## config.mk

```make
export PLATFORM = sky130hd
export DESIGN_NAME = fb_write_scheduler_flat
export DESIGN_NICKNAME = d
export VERILOG_FILES = /design/src/rtl/fb_pkg.sv /design/src/rtl/fb_write_scheduler_if.sv /design/src/rtl/rr_arbiter2.sv /design/src/rtl/fb_write_scheduler.sv /design/src/flat_wrapper.sv
export SDC_FILE = /design/constraint.sdc
export NUM_CORES = 1
export LEC_CHECK = 0
export ABC_CLOCK_PERIOD_IN_PS = 4600
export CAP_MARGIN = 20
export CORE_MARGIN = 5
export CORE_UTILIZATION = 25
export DETAILED_ROUTE_END_ITERATION = 16
export PLACE_DENSITY = 0.58
export RECOVER_POWER = 50
export SETUP_SLACK_MARGIN = 0.05
export SYNTH_ARGS = -nofsm -noshare
export SYNTH_HDL_FRONTEND = slang
export SYNTH_SLANG_ARGS = --single-unit
```

## constraint.sdc

```tcl
create_clock -name clk_in -period 4.6 [get_ports clk_in]
set_clock_uncertainty 0.1 [all_clocks]
set_input_delay 0.69 -clock clk_in [delete_from_list [all_inputs] [get_ports clk_in]]
set_output_delay 0.69 -clock clk_in [all_outputs]
set_load 0.01 [all_outputs]
```

## src/rtl/fb_pkg.sv

```systemverilog
// Shared framebuffer write-port types: field widths, the write beat record and the scheduler states.
package fb_pkg;

    localparam int FB_ADDR_WIDTH  = 27;
    localparam int FB_COLOR_WIDTH = 16;
    localparam int FB_Z_WIDTH     = 19;

    typedef struct packed {
        logic [FB_ADDR_WIDTH-1:0]  addr;
        logic [FB_COLOR_WIDTH-1:0] color;
        logic [FB_Z_WIDTH-1:0]     depth;
    } fb_write_t;

    typedef enum logic {
        ARB,
        CLEAR
    } fb_state_t;

endpackage

```

## src/rtl/fb_write_scheduler_if.sv

```systemverilog
// Requester and framebuffer write-port signals around the scheduler.
interface fb_write_scheduler_if;
    import fb_pkg::*;

    logic [1:0]                     req_valid_in;
    logic [1:0][FB_ADDR_WIDTH-1:0]  req_addr_in;
    logic [1:0][FB_COLOR_WIDTH-1:0] req_color_in;
    logic [1:0][FB_Z_WIDTH-1:0]     req_depth_in;
    logic [1:0]                     req_ready_out;

    logic                      fb_valid_out;
    logic                      fb_ready_in;
    logic [FB_ADDR_WIDTH-1:0]  fb_addr_out;
    logic [FB_COLOR_WIDTH-1:0] fb_color_out;
    logic [FB_Z_WIDTH-1:0]     fb_depth_out;
    logic                      fb_last_out;

    // master: the scheduler itself; slave: requesters plus framebuffer
    modport master (
        input  req_valid_in, req_addr_in, req_color_in, req_depth_in, fb_ready_in,
        output req_ready_out, fb_valid_out, fb_addr_out, fb_color_out, fb_depth_out, fb_last_out
    );

    modport slave (
        output req_valid_in, req_addr_in, req_color_in, req_depth_in, fb_ready_in,
        input  req_ready_out, fb_valid_out, fb_addr_out, fb_color_out, fb_depth_out, fb_last_out
    );

endinterface

```

## src/rtl/rr_arbiter2.sv

```systemverilog
// Two-way round-robin arbiter: combinational one-hot winner, pointer moves past the winner on advance.
module rr_arbiter2 (
    input  logic       clk_in,
    input  logic       rst_in,
    input  logic [1:0] valid,
    input  logic       advance,
    output logic [1:0] grant
);

    logic ptr;

    always_comb begin
        grant = '0;
        if (valid[ptr])
            grant[ptr] = 1'b1;
        else if (valid[~ptr])
            grant[~ptr] = 1'b1;
    end

    // winner 0 hands priority to 1 and vice versa
    always_ff @(posedge clk_in or posedge rst_in) begin
        if (rst_in)
            ptr <= 1'b0;
        else if (advance)
            ptr <= grant[0];
    end

endmodule

```

## src/rtl/fb_write_scheduler.sv

```systemverilog
// Single framebuffer write port shared round-robin by two requesters, plus a full-frame clear sweep.
module fb_write_scheduler
    import fb_pkg::*;
#(
    parameter int HRES       = 320,
    parameter int VRES       = 180,
    parameter int Z_WIDTH    = 19,
    parameter int ADDR_WIDTH = 27
) (
    input  logic                      clk_in,
    input  logic                      rst_in,
    input  logic                      clear_in,
    input  logic [FB_COLOR_WIDTH-1:0] clear_color_in,
    fb_write_scheduler_if.master      bus,
    output logic [1:0]                grant_out,
    output logic                      clearing_out,
    output logic                      clear_done_out
);

    localparam int ADDR_MAX = HRES * VRES;
    localparam int CNT_W    = $clog2(ADDR_MAX);
    localparam logic [CNT_W-1:0]   LAST_CNT = CNT_W'(ADDR_MAX - 1);
    localparam logic [Z_WIDTH-1:0] Z_MAX    = '1;

    fb_state_t                 state, state_nxt;
    logic                      clear_pending;
    logic [FB_COLOR_WIDTH-1:0] clear_color;
    logic [CNT_W-1:0]          clr_cnt;
    logic [ADDR_WIDTH-1:0]     clr_addr;

    fb_write_t out_q;
    logic      out_valid;
    logic      out_last;
    logic [1:0] grant_q;

    logic       load;
    logic       clear_accept;
    logic       last_done;
    logic       arb_en;
    logic [1:0] arb_grant;
    logic [1:0] xfer;
    fb_write_t  req_sel;

    assign load         = !out_valid || bus.fb_ready_in;
    assign clear_accept = (state == ARB) && clear_in && !clear_pending;
    assign last_done    = out_valid && bus.fb_ready_in && out_last;
    assign arb_en       = !rst_in && (state == ARB) && load && !clear_pending && !clear_accept;
    assign clr_addr     = ADDR_WIDTH'(clr_cnt);

    rr_arbiter2 u_arb (
        .clk_in  (clk_in),
        .rst_in  (rst_in),
        .valid   (bus.req_valid_in),
        .advance (|xfer),
        .grant   (arb_grant)
    );

    always_ff @(posedge clk_in or posedge rst_in) begin
        if (rst_in)
            state <= ARB;
        else
            state <= state_nxt;
    end

    always_comb begin
        state_nxt = state;
        case (state)
            ARB:     if (clear_accept) state_nxt = CLEAR;
            CLEAR:   if (last_done)    state_nxt = ARB;
            default: state_nxt = ARB;
        endcase
    end

    always_comb begin
        xfer         = arb_en ? arb_grant : 2'b00;
        clearing_out = (state == CLEAR);
    end

    always_comb begin
        req_sel.addr  = xfer[1] ? bus.req_addr_in[1]  : bus.req_addr_in[0];
        req_sel.color = xfer[1] ? bus.req_color_in[1] : bus.req_color_in[0];
        req_sel.depth = xfer[1] ? bus.req_depth_in[1] : bus.req_depth_in[0];
    end

    // A beat still held when a clear is accepted drains first: CLEAR only issues on load.
    always_ff @(posedge clk_in or posedge rst_in) begin
        if (rst_in) begin
            clear_pending  <= 1'b0;
            clear_color    <= '0;
            clr_cnt        <= '0;
            out_q          <= '0;
            out_valid      <= 1'b0;
            out_last       <= 1'b0;
            grant_q        <= '0;
            clear_done_out <= 1'b0;
        end else begin
            clear_done_out <= 1'b0;
            if (clear_accept) begin
                clear_pending <= 1'b1;
                clear_color   <= clear_color_in;
                clr_cnt       <= '0;
            end
            if (state == CLEAR && last_done) begin
                clear_pending  <= 1'b0;
                clear_done_out <= 1'b1;
            end
            if (load) begin
                out_valid <= 1'b0;
                out_last  <= 1'b0;
                grant_q   <= '0;
                if (state == ARB) begin
                    if (|xfer) begin
                        out_valid <= 1'b1;
                        out_q     <= req_sel;
                        grant_q   <= xfer;
                    end
                end else if (!last_done) begin
                    out_valid   <= 1'b1;
                    out_q.addr  <= FB_ADDR_WIDTH'(clr_addr);
                    out_q.color <= clear_color;
                    out_q.depth <= FB_Z_WIDTH'(Z_MAX);
                    out_last    <= (clr_cnt == LAST_CNT);
                    if (clr_cnt != LAST_CNT)
                        clr_cnt <= clr_cnt + 1'b1;
                end
            end
        end
    end

    assign bus.req_ready_out = xfer;
    assign bus.fb_valid_out  = out_valid;
    assign bus.fb_addr_out   = out_q.addr;
    assign bus.fb_color_out  = out_q.color;
    assign bus.fb_depth_out  = out_q.depth;
    assign bus.fb_last_out   = out_last;
    assign grant_out         = grant_q;

endmodule

```

## src/flat_wrapper.sv

```systemverilog
// flat-port wrapper written by rule: the top's interface ports become plain ports
module fb_write_scheduler_flat import fb_pkg::*;
#(
    parameter int HRES       = 320,
    parameter int VRES       = 180,
    parameter int Z_WIDTH    = 19,
    parameter int ADDR_WIDTH = 27
)
  (clk_in, rst_in, clear_in, clear_color_in, grant_out, clearing_out, clear_done_out, bus_req_valid_in, bus_req_addr_in, bus_req_color_in, bus_req_depth_in, bus_fb_ready_in, bus_req_ready_out, bus_fb_valid_out, bus_fb_addr_out, bus_fb_color_out, bus_fb_depth_out, bus_fb_last_out);
  fb_write_scheduler_if bus_i ();
  input  logic clk_in;
  input  logic rst_in;
  input  logic clear_in;
  input  logic [FB_COLOR_WIDTH-1:0] clear_color_in;
  output logic [1:0] grant_out;
  output logic clearing_out;
  output logic clear_done_out;
  input wire logic [$bits(bus_i.req_valid_in)-1:0] bus_req_valid_in;
  input wire logic [$bits(bus_i.req_addr_in)-1:0] bus_req_addr_in;
  input wire logic [$bits(bus_i.req_color_in)-1:0] bus_req_color_in;
  input wire logic [$bits(bus_i.req_depth_in)-1:0] bus_req_depth_in;
  input wire logic [$bits(bus_i.fb_ready_in)-1:0] bus_fb_ready_in;
  output wire logic [$bits(bus_i.req_ready_out)-1:0] bus_req_ready_out;
  output wire logic [$bits(bus_i.fb_valid_out)-1:0] bus_fb_valid_out;
  output wire logic [$bits(bus_i.fb_addr_out)-1:0] bus_fb_addr_out;
  output wire logic [$bits(bus_i.fb_color_out)-1:0] bus_fb_color_out;
  output wire logic [$bits(bus_i.fb_depth_out)-1:0] bus_fb_depth_out;
  output wire logic [$bits(bus_i.fb_last_out)-1:0] bus_fb_last_out;
  assign bus_i.req_valid_in = bus_req_valid_in;
  assign bus_i.req_addr_in = bus_req_addr_in;
  assign bus_i.req_color_in = bus_req_color_in;
  assign bus_i.req_depth_in = bus_req_depth_in;
  assign bus_i.fb_ready_in = bus_fb_ready_in;
  assign bus_req_ready_out = bus_i.req_ready_out;
  assign bus_fb_valid_out = bus_i.fb_valid_out;
  assign bus_fb_addr_out = bus_i.fb_addr_out;
  assign bus_fb_color_out = bus_i.fb_color_out;
  assign bus_fb_depth_out = bus_i.fb_depth_out;
  assign bus_fb_last_out = bus_i.fb_last_out;
  fb_write_scheduler #(.HRES(HRES), .VRES(VRES), .Z_WIDTH(Z_WIDTH), .ADDR_WIDTH(ADDR_WIDTH)) u_core (.clk_in(clk_in), .rst_in(rst_in), .clear_in(clear_in), .clear_color_in(clear_color_in), .bus(bus_i), .grant_out(grant_out), .clearing_out(clearing_out), .clear_done_out(clear_done_out));
endmodule
```

Yosys cells after proc, flatten, opt, wreduce, memory -nomap -nowiden
Index checks and enable logic that the tools add are counted.
- flip-flop bits (word level): 102
- input bits: 146
- output and inout port bits: 70
- word-level logic and storage cells: 76
- add/sub/neg operators: 1
- $lt $le $gt $ge: 4
- eq/ne operators: 3
- multiplexer cells: 34
- bitwise gates (word level): 2
- reduce and logical (&&, ||, !) cells: 20
- operators by type and width (cell ; count):
    $mux W62 ; 3
    $mux W16 ; 6
    $mux W27 ; 1
    $mux W19 ; 1
    $add A16 B1 Y16 const B ; 1
    $eq A16 B16 Y1 const B ; 1
    $ne A16 B16 Y1 const B ; 1
    $mux W1 ; 15
    $logic_and A1 B1 Y1 ; 11
    $mux W2 ; 5
    $logic_not A1 Y1 ; 4
    $lt A1 B2 Y1 const B ; 2
    $reduce_bool A2 Y1 ; 2
    $reduce_and A3 Y1 ; 1
    $demux W1 S1 ; 2
    $ge A1 B1 Y1 const B ; 2
    $ne A2 B2 Y1 const B ; 1
    $not A1 Y1 ; 2
    $pmux W1 S2 ; 1
    $reduce_or A2 Y1 ; 1
    $logic_or A1 B1 Y1 ; 1

Logic depth before layout (Yosys ltp)
- depth in word-level cells: 11
- depth in mapped cells: 8
- depth with buffers taken out: 5

Hierarchy
A second synthesis with hierarchy kept.
- cell total of the unflattened synthesis: 530
- area total of the unflattened synthesis: 5380.2 sq um
- by module, submodules not included (module ; times used ; cells an instance ; area each (sq um) ; seq. area each (sq um)):
    fb_write_scheduler ; 1 ; 524 ; 5313.8 ; 2527.4
    rr_arbiter2 ; 1 ; 6 ; 66.3 ; 25.0

Worst setup path after synthesis
Ideal clock, no wire load.
- kind: input to output
- start: in rst_in
- end: out bus_req_ready_out[1]
- data arrival time: 2257 ps
- data required time: 3810 ps
- slack: 1553 ps
- cell stages on the path: 6
- path through: or4_4 -> or4_1 -> buf_6 -> buf_6 -> buf_2 -> inv_1
- cells in the longest elaborated chain, start to end: 6
- ends and longest elaborated chain (item ; line ; source):
    from (decl) ; flat_wrapper.sv:12 ; input logic rst_in;
    $logic_not A1 Y1 ; fb_write_scheduler.sv:47 ; assign arb_en = !rst_in && (state == ARB) && load && !clear_pending && !clear_accept;
    $logic_and A1 B1 Y1 (4 in a row) ; fb_write_scheduler.sv:47 ;
    $mux W2 ; fb_write_scheduler.sv:75 ; xfer = arb_en ? arb_grant : 2'b00;
    to (decl) ; flat_wrapper.sv:23 ; output wire logic [$bits(bus_i.req_ready_out)-1:0] bus_req_ready_out;
No other way between the ends.

Worst setup path in the final report
Same ends and word-level chain as after synthesis.

==> impl_table.tex <==
\begin{tabular}{lr}
\hline
Metric & Value \\
\hline
\multicolumn{2}{l}{\textbf{Run status}} \\
\quad Status & finished, violations left \\
\quad Failing checks & capacitance limit, slew limit \\
\multicolumn{2}{l}{\textbf{Yosys}} \\
\quad Post-Synthesis Net Count & approximately 670 \\
\quad Sequential area share after synthesis & roughly half \\
\quad Number of flip-flops and latches in the synthesized netlist & slightly above 100 \\
\quad YS warnings & 0 \\
\quad Count of cell types in the netlist & 44 \\
\quad Cell area after synthesis & 5300 um\^{}2 \\
\quad Post-synthesis average cell area & between 10 and 15 um\^{}2 \\
\quad Gate Count Post-Synth & 522 \\
\multicolumn{2}{l}{\textbf{Worst setup path}} \\
\quad Buffers plus inverters on the worst setup path & 3 \\
\quad Critical path endpoint category & output pin \\
\quad Critical-path cell with the highest stage delay & sky130\_fd\_sc\_hd\_\_or4\_2 \\
\quad Cell-by-cell trace of the critical path & dlygate4sd3\_1, or4\_1, or4\_2, inv\_1, clkdlybuf4s50\_1 \\
\quad Startpoint Class & input pin \\
\quad Data arrival time of the critical path & about 3200 ps \\
\quad Peak fanout along the critical path & 3 \\
\quad Maximum cell stage delay along the critical path & 690 ps \\
\quad Path type of the worst setup path & in -> out \\
\quad Required arrival time at the worst endpoint & 3810 ps \\
\quad Kind of cell with the highest combined delay on the critical path & simple AND/OR/NAND/NOR gates \\
\multicolumn{2}{l}{\textbf{Timing}} \\
\quad Pins Over Slew Limit & 74 \\
\quad Final sum of negative setup slack & 0 ps \\
\quad Final worst path period share & between 80\% and 90\% \\
\quad Setup repair after global routing missed its margin & no \\
\quad Min Tclk post-route & about 4000 ps \\
\quad Slew HR & -62.9\% \\
\quad Hold Fails Final Rpt & 0 \\
\quad Peak Freq & between 200 and 300 MHz \\
\quad Transition time of the tightest slew-check pin & $\sim$2400 ps \\
\quad Endpoints failing setup & 0 \\
\quad Min Hold Slack & 382 ps \\
\multicolumn{2}{l}{\textbf{Detailed routing}} \\
\quad Mean routed wirelength per cell & between 15 and 20 um \\
\quad DR pass1 iterations & 6 \\
\quad Final wirelength & between 15000 and 20000 um \\
\quad \# DRC & 0 \\
\quad Vias per Instance & 4.87 \\
\quad Initial detailed-routing violation count & 230 \\
\quad Via total after detailed routing & just under 5000 \\
\quad Remaining number of nets flagged by the antenna check after routing & 0 \\
\multicolumn{2}{l}{\textbf{GRT}} \\
\quad Global-route usage over all layers & between 10\% and 20\% \\
\quad Antenna violations before repair & 1 \\
\quad Leftover overflow at the end of global routing & 0 \\
\quad First-pass GRT wire length & between 20000 and 30000 um \\
\quad Pin count of the biggest net entering global routing & 64 \\
\quad Vias in the first global route & between 5000 and 6000 \\
\multicolumn{2}{l}{\textbf{Clock network}} \\
\quad TritonCTS clock tree & yes \\
\quad Buffer count from post-CTS setup fixing & 0 \\
\quad H-tree Lvls & 3 \\
\quad Clk pin slew, worst setup/hold paths & roughly 70 ps \\
\quad Library cell used as clock root buffer & sky130\_fd\_sc\_hd\_\_clkbuf\_16 \\
\quad Post-cts repair resize count & 0 \\
\quad Number of buffers on the longest clock path & 2 \\
\quad Num Clock Sinks & a little over 100 \\
\quad Hold-fix buffer count after cts & 0 \\
\quad Skew-Pair Late Insertion Delay & around 350 ps \\
\quad CTS Buf Count & 9 \\
\multicolumn{2}{l}{\textbf{Layout}} \\
\quad Post-layout net count & 863 \\
\quad Layout-stage area growth over the synthesis result & 51.4\% \\
\quad Proportion of layout cells with a drive suffix above 1 & 6.39\% \\
\quad Ant diodes & 0 \\
\multicolumn{2}{l}{\textbf{Floorplan}} \\
\quad Boundary pin count & between 200 and 250 \\
\quad Rows & 53 \\
\quad Die width & 156 um \\
\quad Die area & 24200 um\^{}2 \\
\quad Vertical die dimension & 156 um \\
\quad Initial Util & 25.3\% \\
\quad Core area & 21000 um\^{}2 \\
\multicolumn{2}{l}{\textbf{Place}} \\
\quad Count of input and output buffers & approximately 220 \\
\quad DP HPWL & 13200 um \\
\quad GP Congestion & 0.760 \\
\multicolumn{2}{l}{\textbf{Run}} \\
\quad Max\_cap viols & 2 \\
\multicolumn{2}{l}{\textbf{Power}} \\
\quad Worst-case vdd ir drop & roughly 0.16 mV \\
\quad Power density cells & around 360 nW/um\^{}2 \\
\quad Leakage power & approximately 0.0035 uW \\
\quad Final Total Pwr & roughly 2900 uW \\
\multicolumn{2}{l}{\textbf{Worst hold path}} \\
\quad Tightest Hold Check Type & reg -> reg \\
\hline
\end{tabular}
==> synthesized netlist by cell type (all sizes together) <==
cell type	n	share of area, %
clkbuf	35	2.5
a2bb2oi	19	3.1
or3	2	0.24
a211oi	3	0.43
a21o	2	0.28
nor4bb	1	0.19
and2	3	0.35
nor2	37	2.6
nor3	5	0.47
or2	2	0.24
ha	1	0.24
mux2	11	2.5
o21bai	1	0.14
o21a	2	0.28
or4	2	0.35
buf	10	1.1
o221ai	32	5.3
nand4	7	0.83
clkinv	1	0.071
inv	37	2.6
a21oi	6	0.64
a41oi	2	0.33
and3	10	1.2
nor3b	1	0.14
o41ai	32	5.3
mux2i	58	11
a22o	11	1.8
nand3b	1	0.14
and4	4	0.66
a311oi	1	0.17
nor2b	3	0.35
nor4b	1	0.17
dfrtp	102	48
nand3	4	0.38
a31oi	6	0.71
nand2b	1	0.12
a41o	1	0.19
nand2	62	4.4
o21ai	3	0.28
==> flip-flops by register name, indices dropped and copies added (netlist names) <==
register / flops
u_core.u_arb.ptr: 1
u_core.clear_done_out: 1
u_core.bus.fb_last_out: 1
u_core.clear_color: 16
u_core.bus.fb_color_out: 16
u_core.bus.fb_addr_out: 27
u_core.clear_pending: 1
u_core.grant_out: 2
u_core.bus.fb_valid_out: 1
u_core.bus.fb_depth_out: 19
u_core.clearing_out: 1
u_core.clr_cnt: 16
==> layer usage <==
metal | part of all wire (%) | vias up | global-route usage (%)
li1 | - | 2313 | -
met3 | 5.8 | 25 | 3.91
met5 | 0.069 | - | 0
met4 | 2.1 | 2 | 5.29
met1 | 43 | 2361 | 19.6
met2 | 49 | 145 | 25.1
==> cell families after synthesis <==
logic type	Yosys count	synth area share, %
AOI/OAI and AO/OA	121	19.0
adders and majority gates	1	0.236
buffers and inverters	83	6.29
DFF	102	48.2
muxes	69	13.4
and+or+nand+nor	146	12.8
==> metrics by stage <==
step	area [um^2]	std cells	setup slack (ps)	util, %
3_5_place_dp	7730	980	729	36.9
2_1_floorplan	5300	522	1130	-
3_3_place_gp	7730	980	729	36.9
5_1_grt	8020	995	559	38.3
6_report	8020	995	624	38.3
4_1_cts	8030	995	728	38.3
==> power breakdown <==
group | total, uW | switching [uW] | internal (uW)
clock network | 795 | 360 | 435
registers | 1190 | 122 | 1070
logic | 866 | 397 | 469
==> tightest hold or removal path: cells and delay by family, from the launching register on <==
kind | cells | cell delay, ps
simple gates | 2 | 100
flops | 1 | 350
==> cell type report <==
type	count	area [um^2]
inverters	38	143
multi-input cells	337	2430
clock inverters	5	60.1
well taps	275	344
fillers	2121	12900
flip-flops and latches	102	2550
repair buffers	228	2240
clock buffers	10	239
==> layout by cell type (no fill, tap or decap), types with 5 or more instances in the layout <==
master,n
sky130_fd_sc_hd__a21oi_1,5
sky130_fd_sc_hd__a22o_1,11
sky130_fd_sc_hd__a2bb2oi_1,19
sky130_fd_sc_hd__a31oi_1,6
sky130_fd_sc_hd__and3_1,10
sky130_fd_sc_hd__buf_4,11
sky130_fd_sc_hd__clkbuf_16,9
sky130_fd_sc_hd__clkdlybuf4s50_1,181
sky130_fd_sc_hd__dfrtp_1,102
sky130_fd_sc_hd__dlygate4sd3_1,34
sky130_fd_sc_hd__inv_1,37
sky130_fd_sc_hd__mux2_2,9
sky130_fd_sc_hd__mux2i_1,58
sky130_fd_sc_hd__nand2_1,62
sky130_fd_sc_hd__nand4_1,7
sky130_fd_sc_hd__nor2_1,37
sky130_fd_sc_hd__o221ai_1,32
sky130_fd_sc_hd__o41ai_1,32
==> path summary, 6_finish.rpt <==
kind                                            start                          to  slack [ps]  depth (start not counted)
worst min-delay path            u_core.clear_color[9]       u_core.clear_color[9]         380                          2
min in group asynchronous                      rst_in       u_core.clear_color[0]        1560                          2
worst max-delay path                           rst_in        bus_req_ready_out[1]         620                          5
worst max register to register   u_core.clear_pending  u_core.bus.fb_addr_out[16]        1650                          5
max in group asynchronous                      rst_in       u_core.clear_color[7]        1190                          3
worst min register to register  u_core.clear_color[9]       u_core.clear_color[9]         380                          2
No activity file was read; power rests on OpenSTA's default activity.
